**src/rtl/seg7_pkg.sv**
```systemverilog
// Shared 7-segment definitions: anode select codes, active-low GFEDCBA
// segment patterns, character codes and decode helpers. Used by both the
// display drivers and the scan-bus decoder.
package seg7_pkg;

  // Active-low one-hot anode selects; AN_POS3 is the leftmost digit
  localparam logic [3:0] AN_POS0  = 4'b1110;
  localparam logic [3:0] AN_POS1  = 4'b1101;
  localparam logic [3:0] AN_POS2  = 4'b1011;
  localparam logic [3:0] AN_POS3  = 4'b0111;
  localparam logic [3:0] AN_BLANK = 4'b1111;

  // Segment patterns, bit order GFEDCBA, 0 = lit
  localparam logic [6:0] SEG_0     = 7'b1000000;
  localparam logic [6:0] SEG_1     = 7'b1111001;
  localparam logic [6:0] SEG_2     = 7'b0100100;
  localparam logic [6:0] SEG_3     = 7'b0110000;
  localparam logic [6:0] SEG_4     = 7'b0011001;
  localparam logic [6:0] SEG_5     = 7'b0010010;
  localparam logic [6:0] SEG_6     = 7'b0000010;
  localparam logic [6:0] SEG_7     = 7'b1111000;
  localparam logic [6:0] SEG_8     = 7'b0000000;
  localparam logic [6:0] SEG_9     = 7'b0010000;
  localparam logic [6:0] SEG_DASH  = 7'b0111111;
  localparam logic [6:0] SEG_BLANK = 7'b1111111;

  // Character codes beyond the decimal digits
  localparam logic [3:0] CH_DASH  = 4'd10;
  localparam logic [3:0] CH_BAD   = 4'd14;
  localparam logic [3:0] CH_BLANK = 4'd15;

  // Frame assembly FSM states
  typedef enum logic {
    FR_IDLE    = 1'b0,
    FR_COLLECT = 1'b1
  } frame_state_e;

  // Segment pattern to character code; unknown patterns map to CH_BAD
  function automatic logic [3:0] seg_to_code(input logic [6:0] seg);
    logic [3:0] code;
    case (seg)
      SEG_0:     code = 4'd0;
      SEG_1:     code = 4'd1;
      SEG_2:     code = 4'd2;
      SEG_3:     code = 4'd3;
      SEG_4:     code = 4'd4;
      SEG_5:     code = 4'd5;
      SEG_6:     code = 4'd6;
      SEG_7:     code = 4'd7;
      SEG_8:     code = 4'd8;
      SEG_9:     code = 4'd9;
      SEG_DASH:  code = CH_DASH;
      SEG_BLANK: code = CH_BLANK;
      default:   code = CH_BAD;
    endcase
    return code;
  endfunction

  // Anode select to {valid, position}; valid is 0 for blanking and illegal codes
  function automatic logic [2:0] anode_to_pos(input logic [3:0] an);
    logic [2:0] res;
    case (an)
      AN_POS0: res = 3'b100;
      AN_POS1: res = 3'b101;
      AN_POS2: res = 3'b110;
      AN_POS3: res = 3'b111;
      default: res = 3'b000;
    endcase
    return res;
  endfunction

endpackage

```
**src/rtl/seg7_sample_filter.sv**
```systemverilog
// Synchronizes the asynchronous scan bus and filters anode-switch ghosting:
// a pattern is accepted once, after it has been seen STABLE_CYCLES times in a
// row, and is not accepted again until the bus shows a different pattern.
module seg7_sample_filter #(
  parameter int STABLE_CYCLES = 4
) (
  input  logic       clk,
  input  logic       rst,
  input  logic [3:0] digit_in,
  input  logic [6:0] display_in,
  output logic       accept,
  output logic [3:0] digit,
  output logic [6:0] display
);

  localparam int CW = $clog2(STABLE_CYCLES + 1);
  localparam logic [CW-1:0] CNT_MAX = CW'(STABLE_CYCLES);

  logic [10:0]   sync1_q, sync2_q;
  logic [CW-1:0] cnt_q, cnt_d;
  logic          accept_q;

  // Run length of the synchronized pattern, saturating at STABLE_CYCLES
  always_comb begin
    cnt_d = CW'(1);
    if (sync1_q == sync2_q) begin
      cnt_d = (cnt_q == CNT_MAX) ? cnt_q : cnt_q + CW'(1);
    end
  end

  // Synchronizer chain, run counter and single-shot accept strobe
  always_ff @(posedge clk or negedge rst) begin
    if (!rst) begin
      sync1_q  <= '1;
      sync2_q  <= '1;
      cnt_q    <= '0;
      accept_q <= 1'b0;
    end else begin
      sync1_q  <= {digit_in, display_in};
      sync2_q  <= sync1_q;
      cnt_q    <= cnt_d;
      accept_q <= (cnt_d == CNT_MAX) && (cnt_q != CNT_MAX);
    end
  end

  // The accepted pattern is still held in sync2 during the accept cycle
  assign accept  = accept_q;
  assign digit   = sync2_q[10:7];
  assign display = sync2_q[6:0];

endmodule

```
**src/rtl/seg7_scan_decoder.sv**
```systemverilog
// Snoops the multiplexed active-low 7-segment scan bus and rebuilds complete
// four-character frames. frame_valid is a one-cycle strobe with no
// backpressure: char3..char0 change only in that cycle and hold until the
// next strobe; frame_changed is meaningful only while frame_valid is high.
module seg7_scan_decoder
  import seg7_pkg::*;
#(
  parameter int STABLE_CYCLES = 4,
  parameter int FRAME_TIMEOUT = 65536
) (
  input  logic         clk,
  input  logic         rst,
  input  logic [3:0]   digit_in,
  input  logic [6:0]   display_in,
  output logic [3:0]   char3,
  output logic [3:0]   char2,
  output logic [3:0]   char1,
  output logic [3:0]   char0,
  output logic         frame_valid,
  output logic         frame_changed,
  output logic         scan_err,
  output logic         seg_err,
  output logic         frame_err,
  output frame_state_e frame_state
);

  localparam int TW = $clog2(FRAME_TIMEOUT + 1);
  localparam logic [TW-1:0] TMAX = TW'(FRAME_TIMEOUT);

  logic       accept;
  logic [3:0] smp_digit;
  logic [6:0] smp_display;

  seg7_sample_filter #(.STABLE_CYCLES(STABLE_CYCLES)) u_filter (
    .clk        (clk),
    .rst        (rst),
    .digit_in   (digit_in),
    .display_in (display_in),
    .accept     (accept),
    .digit      (smp_digit),
    .display    (smp_display)
  );

  frame_state_e    state_q, state_d;
  logic [3:0]      mask_q, mask_d;
  logic [3:0][3:0] shadow_q, shadow_d;
  logic [3:0][3:0] chars_q, chars_d;
  logic [TW-1:0]   tcnt_q, tcnt_d;
  logic            fv_d, fc_d, scan_err_d, seg_err_d, ferr_d;
  logic            fv_q, fc_q, scan_err_q, seg_err_q, ferr_q;
  logic [2:0]      an_dec;
  logic [3:0]      code;
  logic [1:0]      pos;
  logic [3:0]      onehot;
  logic            dig_ok;

  // Frame state register
  always_ff @(posedge clk or negedge rst) begin
    if (!rst) state_q <= FR_IDLE;
    else      state_q <= state_d;
  end

  // Decode the accepted pattern and advance frame assembly
  always_comb begin
    state_d    = state_q;
    mask_d     = mask_q;
    shadow_d   = shadow_q;
    chars_d    = chars_q;
    tcnt_d     = tcnt_q;
    fv_d       = 1'b0;
    fc_d       = 1'b0;
    an_dec     = anode_to_pos(smp_digit);
    code       = seg_to_code(smp_display);
    pos        = an_dec[1:0];
    onehot     = 4'b0001 << pos;
    dig_ok     = accept && an_dec[2];
    scan_err_d = accept && !an_dec[2] && (smp_digit != AN_BLANK);
    seg_err_d  = dig_ok && (code == CH_BAD);
    ferr_d     = 1'b0;
    case (state_q)
      FR_IDLE: begin
        tcnt_d = '0;
        if (dig_ok) begin
          shadow_d[pos] = code;
          mask_d        = onehot;
          state_d       = FR_COLLECT;
        end
      end
      FR_COLLECT: begin
        if (dig_ok) begin
          // An accepted digit always wins over a coincident timeout
          tcnt_d        = '0;
          shadow_d[pos] = code;
          if (mask_q[pos]) begin
            // Position seen twice: the scan restarted, begin a new frame here
            mask_d = onehot;
          end else if ((mask_q | onehot) == 4'hF) begin
            chars_d = shadow_d;
            fv_d    = 1'b1;
            fc_d    = (shadow_d != chars_q);
            mask_d  = '0;
            state_d = FR_IDLE;
          end else begin
            mask_d = mask_q | onehot;
          end
        end else if (tcnt_q == TMAX) begin
          ferr_d  = 1'b1;
          mask_d  = '0;
          tcnt_d  = '0;
          state_d = FR_IDLE;
        end else begin
          // Never passes TMAX: reaching it leaves COLLECT and clears the count
          tcnt_d = tcnt_q + TW'(1);
        end
      end
      default: state_d = FR_IDLE;
    endcase
  end

  // Frame datapath and registered status pulses
  always_ff @(posedge clk or negedge rst) begin
    if (!rst) begin
      mask_q     <= '0;
      shadow_q   <= '1;
      chars_q    <= '1;
      tcnt_q     <= '0;
      fv_q       <= 1'b0;
      fc_q       <= 1'b0;
      scan_err_q <= 1'b0;
      seg_err_q  <= 1'b0;
      ferr_q     <= 1'b0;
    end else begin
      mask_q     <= mask_d;
      shadow_q   <= shadow_d;
      chars_q    <= chars_d;
      tcnt_q     <= tcnt_d;
      fv_q       <= fv_d;
      fc_q       <= fc_d;
      scan_err_q <= scan_err_d;
      seg_err_q  <= seg_err_d;
      ferr_q     <= ferr_d;
    end
  end

  assign char3         = chars_q[3];
  assign char2         = chars_q[2];
  assign char1         = chars_q[1];
  assign char0         = chars_q[0];
  assign frame_valid   = fv_q;
  assign frame_changed = fc_q;
  assign scan_err      = scan_err_q;
  assign seg_err       = seg_err_q;
  assign frame_err     = ferr_q;
  assign frame_state   = state_q;

endmodule
```
**config.mk**
```make
export PLATFORM = sky130hd
export DESIGN_NAME = seg7_scan_decoder
export DESIGN_NICKNAME = d
export VERILOG_FILES = /design/src/rtl/seg7_pkg.sv /design/src/rtl/seg7_sample_filter.sv /design/src/rtl/seg7_scan_decoder.sv
export SDC_FILE = /design/constraint.sdc
export NUM_CORES = 1
export LEC_CHECK = 0
export CAP_MARGIN = 20
export CORE_MARGIN = 2
export CORE_UTILIZATION = 60
export CTS_BUF_LIST = sky130_fd_sc_hd__clkbuf_4 sky130_fd_sc_hd__clkbuf_8
export DETAILED_ROUTE_END_ITERATION = 10
export PLACE_DENSITY_LB_ADDON = 0.08
export RECOVER_POWER = 100
export SETUP_SLACK_MARGIN = 0.1
export SYNTH_ARGS = -nofsm -noshare
export SYNTH_HDL_FRONTEND = slang
export SYNTH_HIERARCHICAL = 1
export SYNTH_SLANG_ARGS = --single-unit
```
**constraint.sdc**
```tcl
create_clock -name clk -period 2.7 [get_ports clk]
set_input_delay 0.27 -clock clk [delete_from_list [all_inputs] [get_ports clk]]
set_output_delay 0.27 -clock clk [all_outputs]
set_load 0.02 [all_outputs]
```
==> results.sh <==
export IMPL_syn_avg_cell_area_sq_um=10.03
export IMPL_grt_max_degree=75
export IMPL_syn2layout_area_growth_pct=19.64
export IMPL_path_cells="buf_4 > and4b_1 > buf_4 > a41oi_1 > a2111o_1 > nor4_1 > o2111a_1 > nand4_1 > o31a_1"
export IMPL_final_period_utilization_pct=96.89
export IMPL_crit_top_cell="buf_4"
export IMPL_design_die_area_sq_mm=0.008060
export IMPL_cp_top_family="compound AO/OA/AOI/OAI gates"
export IMPL_htree_levels=3
export IMPL_cts_buffers=9
export IMPL_setup_viol=0
export IMPL_grtUsageMet1_pct=35.26
export IMPL_p_per_area_mw_per_mm2=467.0
export IMPL_ys_seq_area_share_pct=49.72
export IMPL_drive_gt1_share_pct=21.43
export IMPL_cp_arrival_ps=2860
export IMPL_io_buffers=34
export IMPL_grtUsageTotal_pct=26.05
export IMPL_place_hpwl_microns=7164
export IMPL_drt_pre_antenna_iters=5
export IMPL_synth_edff_count=0
export IMPL_diodes=0
export IMPL_final_hold_violation_count=0
export IMPL_skew_ps=11.58
export IMPL_leakage_nw=2.118
export IMPL_clk_pin_slew_ps=80
export IMPL_synthArstFlopShare_pct=100.0
export IMPL_grtUsageMet2_pct=42.55
export IMPL_synthFlopType="dfstp_2"
export IMPL_synth_seq_cells=85
export IMPL_grt_overflow_total=0
export IMPL_startpoint_type="flip-flop"
export IMPL_post_route_drc_count=0
export IMPL_synth_cells=440
export IMPL_finalWirelength_microns=10240
export IMPL_drv_cap=1
export IMPL_syn_area_sq_mm=0.004414
export IMPL_cts_tree="yes"
export IMPL_fin_crit_ps=2616
export IMPL_hold_path_class="in2async"
export IMPL_tns_ps=0
export IMPL_synth_cell_types=61
export IMPL_crit_path_max_incr_delay_ps=630
export IMPL_cp_data_required_time_ps=2940
export IMPL_violations="capacitance limit, slew limit"
export IMPL_cts_root_buf="clkbuf_8"
export IMPL_cts_path_max_buffers=2
export IMPL_total_power_mw=2.466
export IMPL_tightestPinTransition_ps=1749
export IMPL_grt_antenna_before_repair=0
export IMPL_utilization_pct=73.60
export IMPL_use_met3_pct=3.604
export IMPL_wl_per_cell_microns=16.99
export IMPL_cts_sinks=85
export IMPL_start_util_pct=61.52
export IMPL_grt_pass1_wl_microns=16910
export IMPL_ir_drop_mv=0.3396
export IMPL_holdWs_ps=373.8
export IMPL_critPathMaxFanout=6
export IMPL_fin_nets=516
export IMPL_criticalPathCategory="reg2reg"
export IMPL_syn_num_nets=457
export IMPL_via_per_inst=6.038
export IMPL_nFillCells=499
export IMPL_final_antenna_net_count=0
export IMPL_die_w_microns=89.78
export IMPL_rows=31
export IMPL_place_gp_congestion=0.9869
export IMPL_grt_pass1_vias=3385
export IMPL_crit_slowest_cell="dfstp_1"
export IMPL_timing_fmax_ghz=0.3823
export IMPL_crit_buf_inv=2
export IMPL_busiest_layer="met2"
export IMPL_rsz0062_at_grt="false"
export IMPL_maxSlewHeadroom_pct=-16.61
export IMPL_drv_slew=75
export IMPL_ios=35
export IMPL_vias=3641
export IMPL_crit_path_end_kind="flip-flop"
export IMPL_yosysWarnings=6
export IMPL_core_area_sq_mm=0.007176
export IMPL_drtIter0Drc=222
export IMPL_status="complete, but fails checks"
export IMPL_chipHeight_microns=89.78
export IMPL_insertion_delay_ps=360
cells in the mapped netlist (all sizes together), types with 4 or more instances:
cell,count,area share [%]
a22oi,4,0.68
nor3b,6,1.0
a31oi,4,0.57
dfstp,54,32
a21o,8,1.4
xor2,13,2.6
nor4,11,1.6
and3,5,0.71
dfrtp,31,18
o21ai,30,3.4
nand3,12,1.4
xnor2,35,6.9
clkbuf,10,0.85
ha,4,1.1
a211oi,11,2.0
a21oi,19,2.2
nor4b,4,0.79
nand2,35,3.0
inv,16,1.4
buf,12,1.8
nand4,9,1.3
o2bb2ai,5,0.99
and4b,4,0.91
nor3,5,0.68
nor2,42,3.6
cell type report:
cell class,count,area (sq um),area share (%)
multi-input combinational,317,2091,39.59
timing repair buffer,70,593.1,11.23
clock inverter,4,53.80,1.019
tap,99,123.9,2.345
clock buffer,12,165.2,3.127
sequential,85,2195,41.55
inverter,16,60.06,1.137
layout by cell type (no fill, tap or decap), drive strengths merged, types with 3 or more instances in the layout:
| cell type | instances |
|---|---|
| nor3 | 5 |
| a211oi | 11 |
| a311oi | 3 |
| inv | 17 |
| clkbuf | 20 |
| buf | 29 |
| nor2b | 3 |
| dfstp | 54 |
| or2 | 3 |
| a21o | 8 |
| nand4 | 9 |
| nor3b | 6 |
| nand3 | 12 |
| nor4 | 11 |
| and3 | 5 |
| and4b | 4 |
| a22oi | 4 |
| a31oi | 4 |
| o31a | 3 |
| nor4b | 4 |
| o2bb2ai | 5 |
| nor2 | 42 |
| dlygate4sd3 | 33 |
| a41oi | 3 |
| xor2 | 13 |
| o21ai | 30 |
| nand2 | 35 |
| xnor2 | 35 |
| dfrtp | 31 |
| nand4b | 3 |
| ha | 4 |
| a21oi | 19 |
final timing paths:
| path | slack (ps) | end | start | cells after the start |
|---|---|---|---|---|
| min reg2reg | 370 | u_filter/sync2_q[7] | u_filter/sync1_q[7] | 0 |
| min | 370 | scan_err | rst | 1 |
| max reg2reg | 80 | frame_changed | u_filter/sync2_q[8] | 9 |
| max | 80 | frame_changed | u_filter/sync2_q[8] | 9 |
| max in group asynchronous | 1260 | u_filter/sync1_q[9] | rst | 2 |
| min in group clk | 370 | u_filter/sync2_q[7] | u_filter/sync1_q[7] | 0 |
state kept, by name, indices dropped and copies added, names as in the netlist, 3 cells and up:
signal,count
tcnt_q,17
shadow_q,16
u_filter/sync1_q,11
u_filter/sync2_q,11
char0,4
char1,4
char2,4
char3,4
mask_q,4
u_filter/cnt_q,3
power breakdown:
group          leakage (nW)  switching (mW)  internal (mW)
combinational          1.03          0.0968         0.0739
sequential            0.983          0.0256           1.30
clock                 0.105           0.461          0.507
per-layer routing:
layer  up-vias  share of wire, %
li1       1697                 -
met4         0               3.2
met5         -                 0
met2       156                49
met1      1758                43
met3        30               5.6
cells by family (layout without fill, tap and decap cells):
family	after synthesis	after routing	share of synthesized area, %
AOI/OAI and AO/OA	107	107	16.36
muxes	3	3	0.7369
adders and majority gates	5	5	1.361
DFF	85	85	49.72
and+or+nand+nor	154	154	18.31
buffers and inverters	38	102	3.996
xor gates and xnor gates	48	48	9.524
per-stage QoR:
step,worst slack (ps),cells,area (sq um)
2_1_floorplan,247.5,440,4414
3_3_place_gp,71.23,575,4940
3_5_place_dp,54.63,575,4940
4_1_cts,115.9,595,5202
5_1_grt,24.86,603,5281
6_report,83.99,603,5281
repair_timing:
action | CTS | global route
endpoints found under the setup margin | 6 | 16
gates resized for setup | 3 | 10
hold endpoints to repair | 0 | 0
pin swaps | 0 | 5
hold buffers | 0 | 0
buffers inserted | 4 | 8
Note: power is estimated with default switching activity, not from simulation.
